File: src/rtl/spi_pkg.sv
// Shared types and helpers for the SPI slave receiver.
//   state_e        : frame FSM states (IDLE, RECEIVE, DONE)
//   leading_edge   : sclk leaving its idle level, selected by CPOL
//   trailing_edge  : sclk returning to its idle level, selected by CPOL
//   sample_edge    : edge on which sdi is captured, selected by CPOL/CPHA
package spi_pkg;

  typedef enum logic [1:0] {
    IDLE    = 2'd0,
    RECEIVE = 2'd1,
    DONE    = 2'd2
  } state_e;

  // Leading edge: idle-low clock rises, idle-high clock falls.
  function automatic logic leading_edge(input logic cpol, input logic rise, input logic fall);
    return cpol ? fall : rise;
  endfunction

  // Trailing edge: the return to the idle level.
  function automatic logic trailing_edge(input logic cpol, input logic rise, input logic fall);
    return cpol ? rise : fall;
  endfunction

  // CPHA=0 samples on the leading edge, CPHA=1 on the trailing edge.
  function automatic logic sample_edge(input logic cpol, input logic cpha,
                                       input logic rise, input logic fall);
    return cpha ? trailing_edge(cpol, rise, fall) : leading_edge(cpol, rise, fall);
  endfunction

endpackage

File: src/rtl/spi_slave_receiver_if.sv
// Bus bundle between an SPI master-side driver and the slave receiver.
//   ss, sclk, sdi : asynchronous SPI pins
//   trigger       : publish request (system clock domain)
//   data, valid   : received word and its one-cycle strobe
interface spi_slave_receiver_if #(
  parameter int unsigned bitcount = 8
);

  logic                ss;
  logic                sclk;
  logic                sdi;
  logic                trigger;
  logic [bitcount-1:0] data;
  logic                valid;

  modport master (
    output ss, sclk, sdi, trigger,
    input  data, valid
  );

  modport slave (
    input  ss, sclk, sdi, trigger,
    output data, valid
  );

endinterface

File: src/rtl/spi_input_sync.sv
// Two-flop synchroniser for one asynchronous input, plus edge pulses.
//   clock, reset_n : system clock, async active-low reset
//   din            : asynchronous input
//   sync           : synchronised level (registered)
//   rise_c, fall_c : one-cycle pulses on synchronised 0->1 / 1->0 transitions
// reset_value sets the level the whole chain assumes during reset, so no
// edge is reported at reset release unless the input really differs.
module spi_input_sync #(
  parameter logic reset_value = 1'b0
) (
  input  logic clock,
  input  logic reset_n,
  input  logic din,
  output logic sync,
  output logic rise_c,
  output logic fall_c
);

  logic meta_q;
  logic sync_q;
  logic prev_q;

  // Synchroniser chain plus one delayed copy for edge detection.
  always_ff @(posedge clock or negedge reset_n) begin
    if (!reset_n) begin
      meta_q <= reset_value;
      sync_q <= reset_value;
      prev_q <= reset_value;
    end else begin
      meta_q <= din;
      sync_q <= meta_q;
      prev_q <= sync_q;
    end
  end

  assign sync   = sync_q;
  assign rise_c = sync_q & ~prev_q;
  assign fall_c = ~sync_q & prev_q;

endmodule

File: src/rtl/spi_slave_receiver.sv
// Receive-only SPI slave. Oversamples ss/sclk/sdi in the system clock domain,
// assembles a bitcount-wide word and publishes it with a one-cycle valid.
//   clock, reset_n : system clock (>= 4x sclk), async active-low reset
//   bus.ss/sclk/sdi: asynchronous SPI inputs
//   bus.trigger    : publish request, used only with use_external_trigger=1
//   bus.data       : received word (zero outside valid when gated)
//   bus.valid      : one-cycle strobe for a new word
module spi_slave_receiver
  import spi_pkg::*;
#(
  parameter int unsigned bitcount             = 8,
  parameter logic        ss_polarity          = 1'b1,
  parameter logic        sclk_polarity        = 1'b0,
  parameter logic        sclk_phase           = 1'b1,
  parameter logic        msb_first            = 1'b1,
  parameter logic        use_gated_output     = 1'b1,
  parameter logic        use_external_trigger = 1'b0
) (
  input logic            clock,
  input logic            reset_n,
  spi_slave_receiver_if.slave bus
);

  localparam int unsigned cnt_w = $clog2(bitcount + 1);

  logic ss_sync, ss_rise_c, ss_fall_c;
  logic sclk_sync, sclk_rise_c, sclk_fall_c;
  logic sdi_sync, sdi_rise_c, sdi_fall_c;

  spi_input_sync #(.reset_value(~ss_polarity)) u_ss_sync (
    .clock   (clock),
    .reset_n (reset_n),
    .din     (bus.ss),
    .sync    (ss_sync),
    .rise_c  (ss_rise_c),
    .fall_c  (ss_fall_c)
  );

  spi_input_sync #(.reset_value(sclk_polarity)) u_sclk_sync (
    .clock   (clock),
    .reset_n (reset_n),
    .din     (bus.sclk),
    .sync    (sclk_sync),
    .rise_c  (sclk_rise_c),
    .fall_c  (sclk_fall_c)
  );

  // Same latency as sclk so each sample edge sees the matching data bit.
  spi_input_sync #(.reset_value(1'b0)) u_sdi_sync (
    .clock   (clock),
    .reset_n (reset_n),
    .din     (bus.sdi),
    .sync    (sdi_sync),
    .rise_c  (sdi_rise_c),
    .fall_c  (sdi_fall_c)
  );

  logic sync_unused;
  assign sync_unused = sclk_sync ^ sdi_rise_c ^ sdi_fall_c;

  state_e              state_q;
  logic [cnt_w-1:0]    cnt_q;
  logic [bitcount-1:0] shift_q;
  logic [bitcount-1:0] pend_q;
  logic                pend_valid_q;
  logic [bitcount-1:0] data_q;
  logic                valid_q;
  logic [1:0]          prime_q;
  logic                armed_q;

  logic                ss_act_c;
  logic                ss_start_c;
  logic                ss_stop_c;
  logic                sample_c;
  logic                word_done_c;
  logic                prime_done_c;
  logic [bitcount-1:0] next_shift_c;

  assign ss_act_c     = (ss_sync == ss_polarity);
  assign prime_done_c = (prime_q == 2'd2);
  // A frame only starts once ss has been seen inactive after reset, so an ss
  // held active across reset release cannot open a frame mid-stream.
  assign ss_start_c   = (ss_polarity ? ss_rise_c : ss_fall_c) & armed_q;
  assign ss_stop_c    = ss_polarity ? ss_fall_c : ss_rise_c;
  assign sample_c     = sample_edge(sclk_polarity, sclk_phase, sclk_rise_c, sclk_fall_c);
  // All bits captured; still honoured if ss drops in this very cycle.
  assign word_done_c  = (state_q == RECEIVE) && (cnt_q == cnt_w'(bitcount));
  assign next_shift_c = msb_first ? {shift_q[bitcount-2:0], sdi_sync}
                                  : {sdi_sync, shift_q[bitcount-1:1]};

  // Frame FSM, shift register, pending word and registered outputs.
  always_ff @(posedge clock or negedge reset_n) begin
    if (!reset_n) begin
      state_q      <= IDLE;
      cnt_q        <= '0;
      shift_q      <= '0;
      pend_q       <= '0;
      pend_valid_q <= 1'b0;
      data_q       <= '0;
      valid_q      <= 1'b0;
      prime_q      <= 2'd0;
      armed_q      <= 1'b0;
    end else begin
      valid_q <= 1'b0;
      if (use_gated_output) begin
        data_q <= '0;
      end

      if (!prime_done_c) begin
        prime_q <= prime_q + 2'd1;
      end
      if (prime_done_c && !ss_act_c) begin
        armed_q <= 1'b1;
      end

      // Frame start wins over a coincident sample edge.
      if (ss_start_c) begin
        state_q <= RECEIVE;
        shift_q <= '0;
        cnt_q   <= '0;
      end else if (ss_stop_c) begin
        state_q <= IDLE;
      end else begin
        case (state_q)
          RECEIVE: begin
            if (cnt_q == cnt_w'(bitcount)) begin
              state_q <= DONE;
            end else if (sample_c) begin
              shift_q <= next_shift_c;
              cnt_q   <= cnt_q + cnt_w'(1);
            end
          end
          default: ;
        endcase
      end

      if (use_external_trigger) begin
        // Publish the older pending word first; a new word then replaces it.
        if (bus.trigger && pend_valid_q) begin
          data_q       <= pend_q;
          valid_q      <= 1'b1;
          pend_valid_q <= 1'b0;
        end
        if (word_done_c) begin
          pend_q       <= shift_q;
          pend_valid_q <= 1'b1;
        end
      end else if (word_done_c) begin
        data_q  <= shift_q;
        valid_q <= 1'b1;
      end
    end
  end

  assign bus.data  = data_q;
  assign bus.valid = valid_q;

endmodule

File: src/flat_wrapper.sv
// flat-port wrapper written by rule: the top's interface ports become plain ports
module spi_slave_receiver_flat import spi_pkg::*;
#(
  parameter int unsigned bitcount             = 8,
  parameter logic        ss_polarity          = 1'b1,
  parameter logic        sclk_polarity        = 1'b0,
  parameter logic        sclk_phase           = 1'b1,
  parameter logic        msb_first            = 1'b1,
  parameter logic        use_gated_output     = 1'b1,
  parameter logic        use_external_trigger = 1'b0
)
  (clock, reset_n, bus_ss, bus_sclk, bus_sdi, bus_trigger, bus_data, bus_valid);
  spi_slave_receiver_if #(.bitcount(bitcount)) bus_i ();
  input logic clock;
  input logic reset_n;
  input wire logic [$bits(bus_i.ss)-1:0] bus_ss;
  input wire logic [$bits(bus_i.sclk)-1:0] bus_sclk;
  input wire logic [$bits(bus_i.sdi)-1:0] bus_sdi;
  input wire logic [$bits(bus_i.trigger)-1:0] bus_trigger;
  output wire logic [$bits(bus_i.data)-1:0] bus_data;
  output wire logic [$bits(bus_i.valid)-1:0] bus_valid;
  assign bus_i.ss = bus_ss;
  assign bus_i.sclk = bus_sclk;
  assign bus_i.sdi = bus_sdi;
  assign bus_i.trigger = bus_trigger;
  assign bus_data = bus_i.data;
  assign bus_valid = bus_i.valid;
  spi_slave_receiver #(.bitcount(bitcount), .ss_polarity(ss_polarity), .sclk_polarity(sclk_polarity), .sclk_phase(sclk_phase), .msb_first(msb_first), .use_gated_output(use_gated_output), .use_external_trigger(use_external_trigger)) u_core (.clock(clock), .reset_n(reset_n), .bus(bus_i));
endmodule
File: config.mk
export PLATFORM = sky130hd
export DESIGN_NAME = spi_slave_receiver_flat
export DESIGN_NICKNAME = d
export VERILOG_FILES = /design/src/rtl/spi_pkg.sv /design/src/rtl/spi_slave_receiver_if.sv /design/src/rtl/spi_input_sync.sv /design/src/rtl/spi_slave_receiver.sv /design/src/flat_wrapper.sv
export SDC_FILE = /design/constraint.sdc
export NUM_CORES = 1
export LEC_CHECK = 0
export CAP_MARGIN = 0
export CORE_MARGIN = 1.5
export CORE_UTILIZATION = 45
export DETAILED_ROUTE_END_ITERATION = 6
export DONT_BUFFER_PORTS = 1
export GPL_ROUTABILITY_DRIVEN = 0
export SETUP_SLACK_MARGIN = 0.3
export SLEW_MARGIN = 20
export SYNTH_ARGS = -nofsm -noshare
export SYNTH_HDL_FRONTEND = slang
export SYNTH_SLANG_ARGS = --single-unit
File: constraint.sdc
create_clock -name clock -period 1.3 [get_ports clock]
set_input_delay 0.26 -clock clock [delete_from_list [all_inputs] [get_ports clock]]
set_output_delay 0.26 -clock clock [all_outputs]
set_load 0.05 [all_outputs]
==> results.tsv <==
stage	metric	value	unit
yosys	Synth Instances	100	
clock_network	cts hold-fix bufs	3	
clock_network	CTS max path bufs	2	
grt	first-pass GRT wire length	3.48	mm
cells_and_area	n_diodes	0	
floorplan	initial core utilization	47.1	%
worst_setup_path	Data arrival, critical path	1660	ps
sta	Fin. Hold Viols	34	
power	PD cells	1200	mW/mm^2
detailed_routing	WL met3	81	um
yosys	Post-synth ARST share	100	%
detailed_routing	DR iter-0 viols	25	
clock_network	Max H-tree Level	2	
power	Logic pwr share	8.0	%
placement	DPL Wire Length	1.21	mm
worst_setup_path	CP Launch Type	register	
yosys	post-synthesis cell type count	26	
worst_setup_path	Bufs and invs on worst path	2	
worst_setup_path	Worst setup EP type	register	
worst_setup_path	Worst Path Max Fanout	7	
cells_and_area	fin cells	149	
sta	fmax	725	MHz
sta	max_slew headroom	83.5	%
floorplan	core area	0.00276	sq mm
detailed_routing	WL/cell	13.3	um
sta	final worst slack	-78.4	ps
floorplan	Die W	56.8	um
clock_network	Clock transition at path regs	100	ps
yosys	dominant cell type by area after synthesis	dfrtp_1	
sta	Final period util	106	%
clock_network	CTS tree	yes	
yosys	Yosys warnings	0	
yosys	Post-synth EDFFs	0	
sta	Slew Limit Fails	0	
detailed_routing	DR top layer	met4	
worst_setup_path	Largest stage delay, worst path	410	ps
floorplan	row cnt	19	
yosys	#FFs+latches synth	34	
sta	setup TNS	-954	ps
sta	Slew @ Worst Pin	248	ps
clock_network	Clock Sinks	34	
power	Power, Total	1860	uW
floorplan	Die Footprint	0.00322	sq mm
power	Internal	1430	uW
detailed_routing	Routed WL	1.99	mm
cells_and_area	final net count	126	
placement	Port Buf Inserts	0	
detailed_routing	vias	771	
worst_setup_path	Slowest-stage cell, CP	dfrtp_1	
grt	GRT Resource Usage Total	14.5	%
power	worst vdd ir	731	uV
sta	count of final setup violators	17	
worst_setup_path	CP Data Required Time	1580	ps
yosys	synth top area cells	dfrtp_1 65%, mux2i_1 8.5%, nand2_1 4.6%	
yosys	top-area cell type share of the netlist area	65.4	%
sta	Final Critical Period	1380	ps
detailed_routing	DR WL met2	971	um
clock_network	Num CTS Buffers	5	
yosys	ys flop type	dfrtp_1	
worst_setup_path	Worst Setup Path Type	register to register	
grt	largest net degree at the start of global routing	35	
cells_and_area	Layout fillers	223	
grt	vias in the first global route	809	
yosys	Seq/Total Area, Yosys	65.4	%
power	Clock power frac	32.7	%
clock_network	clk_lat worst skew	330	ps
cells_and_area	share of cells above drive strength 1	33.1	%
worst_setup_path	crit-path cells	inv_2 -> ha_4 -> nand3b_1 -> nor3b_2 -> buf_4 -> and2_4	
detailed_routing	# DRC	0	
run_status	outcome	finished, violations left	
grt	gr ovfl total	0	
yosys	Post-Syn Nets	109	
worst_setup_path	Worst path top cell family by delay	simple AND/OR/NAND/NOR gates	
floorplan	Die Height	56.8	um
run	Max-Cap Viols	0	
detailed_routing	vias per cell	5.17	
sta	RSZ-0062 raised after global routing	yes	
detailed_routing	drt first pass iters	4	
clock_network	root buf cell	clkbuf_4	
yosys	synthesized area per cell	13.0	sq um
placement	Inst Count DP	136	
power	sequential share of power	59.3	%
power	Sw Share	23.4	%
worst_hold_path	Hold Path Class	input port to asynchronous set/reset pin	
floorplan	IO Count	15	
cells_and_area	Area growth syn-to-layout	19.3	%
run_status	failing checks	hold timing, setup timing	
detailed_routing	DRT antenna net count	0	
sta	Final Skew	12.0	ps
grt	initial antenna violation count	0	
yosys	Syn Std Cell Area	0.00130	sq mm
detailed_routing	met1 WL	879	um
placement	pre-CTS setup slack	-25.6	ps
sta	Hold Slack	-394	ps
power	Leak	0.000693	uW
power	P_sw	436	uW
[kinds of logic (layout without fill, tap and decap cells)]
logic type / after synthesis / in the layout / share of synthesized area [%]
AO/OA/AOI/OAI: 7 / 7 / 3.66
XOR/XNOR: 1 / 1 / 0.674
adder cells (fa/ha/maj): 3 / 3 / 2.89
buffers and inverters: 8 / 25 / 3.27
flip-flops: 34 / 34 / 65.4
multiplexers: 11 / 11 / 8.47
AND/OR/NAND/NOR: 36 / 37 / 15.6
[worst paths after layout]
path / start / to / slack, ps / cells past startpoint
setup / recovery: u_core.cnt_q[0]$_DFFE_PN0P_ / u_core.bus.data[7]$_DFF_PN0_ / -80 / 6
hold / removal: reset_n / u_core.shift_q[7]$_DFFE_PN0P_ / -390 / 0
setup reg to reg: u_core.cnt_q[0]$_DFFE_PN0P_ / u_core.bus.data[7]$_DFF_PN0_ / -80 / 6
hold reg to reg: u_core.u_ss_sync.meta_q$_DFF_PN0_ / u_core.u_ss_sync.sync$_DFF_PN0_ / 360 / 0
max in group asynchronous: reset_n / u_core.u_sclk_sync.prev_q$_DFF_PN0_ / 1600 / 0
min in group clock: u_core.u_ss_sync.meta_q$_DFF_PN0_ / u_core.u_ss_sync.sync$_DFF_PN0_ / 360 / 0
[placed cells by master, fill, tap and decap left out, types with 2 or more instances in the layout]
master / n
nand3b_1: 2
clkbuf_4: 5
nand2b_1: 2
buf_4: 8
dfrtp_1: 25
and2_1: 7
inv_2: 2
inv_1: 3
dfrtp_2: 9
nand2_1: 16
dlygate4sd3_1: 3
mux2i_1: 11
[power groups by stage]
stage | sequential, uW | clock (uW) | combinational [uW]
finish | 1100 | 609 | 150
detailed placement | 1120 | 0 | 111
global placement | 1120 | 0 | 105
CTS | 1100 | 639 | 127
global route | 1110 | 677 | 170
floorplan | 1120 | 0 | 71.6
[cell usage after synthesis (all sizes together), types with 2 or more instances]
library cell / count
nand2b: 2
o21ai: 2
mux2i: 11
inv: 5
nand3b: 2
ha: 3
nand2: 16
dfrtp: 34
buf: 3
and2: 8
[per-layer routing]
metal	GRT usage, %	vias to the layer above
met5	0	-
li1	-	365
met2	21.9	18
met3	4.84	7
met4	8.97	0
met1	17.9	381
[stage by stage]
step	area (sq um)	utilization [%]
floorplan	1310	-
global placement	1380	50.1
detailed placement	1380	50.1
CTS	1520	55.3
global route	1550	56.3
finish	1550	56.3
[sequential cells by signal, summed over array words and instances, names as in the netlist]
| signal | cells |
|---|---|
| u_core.u_sdi_sync.sync | 1 |
| u_core.u_ss_sync.meta_q | 1 |
| u_core.bus.valid | 1 |
| u_core.u_sclk_sync.prev_q | 1 |
| u_core.state_q | 2 |
| u_core.shift_q | 8 |
| u_core.u_ss_sync.sync | 1 |
| u_core.cnt_q | 4 |
| u_core.prime_q | 2 |
| u_core.armed_q | 1 |
| u_core.u_ss_sync.prev_q | 1 |
| u_core.u_sdi_sync.meta_q | 1 |
| u_core.bus.data | 8 |
| u_core.u_sclk_sync.sync | 1 |
| u_core.u_sclk_sync.meta_q | 1 |
[final cells by class]
type	count	area [sq um]	share of cell area (%)
clock buffers	6	51.3	3.31
inverters	5	18.8	1.21
well taps	31	38.8	2.50
clock inverters	2	12.5	0.806
repair buffers	12	101	6.53
flip-flops and latches	34	862	55.6
multi-input cells	59	467	30.1
[what timing repair did]
action / 4_1_cts / 5_1_grt
buffers inserted: 0 / 1
gates resized for setup: 17 / 5
gates cloned: 0 / 1
endpoints found under the hold margin: 37 / 34
endpoints found under the setup margin: 32 / 32
pin swaps: 3 / 4
(Power assumes the default switching activity.)
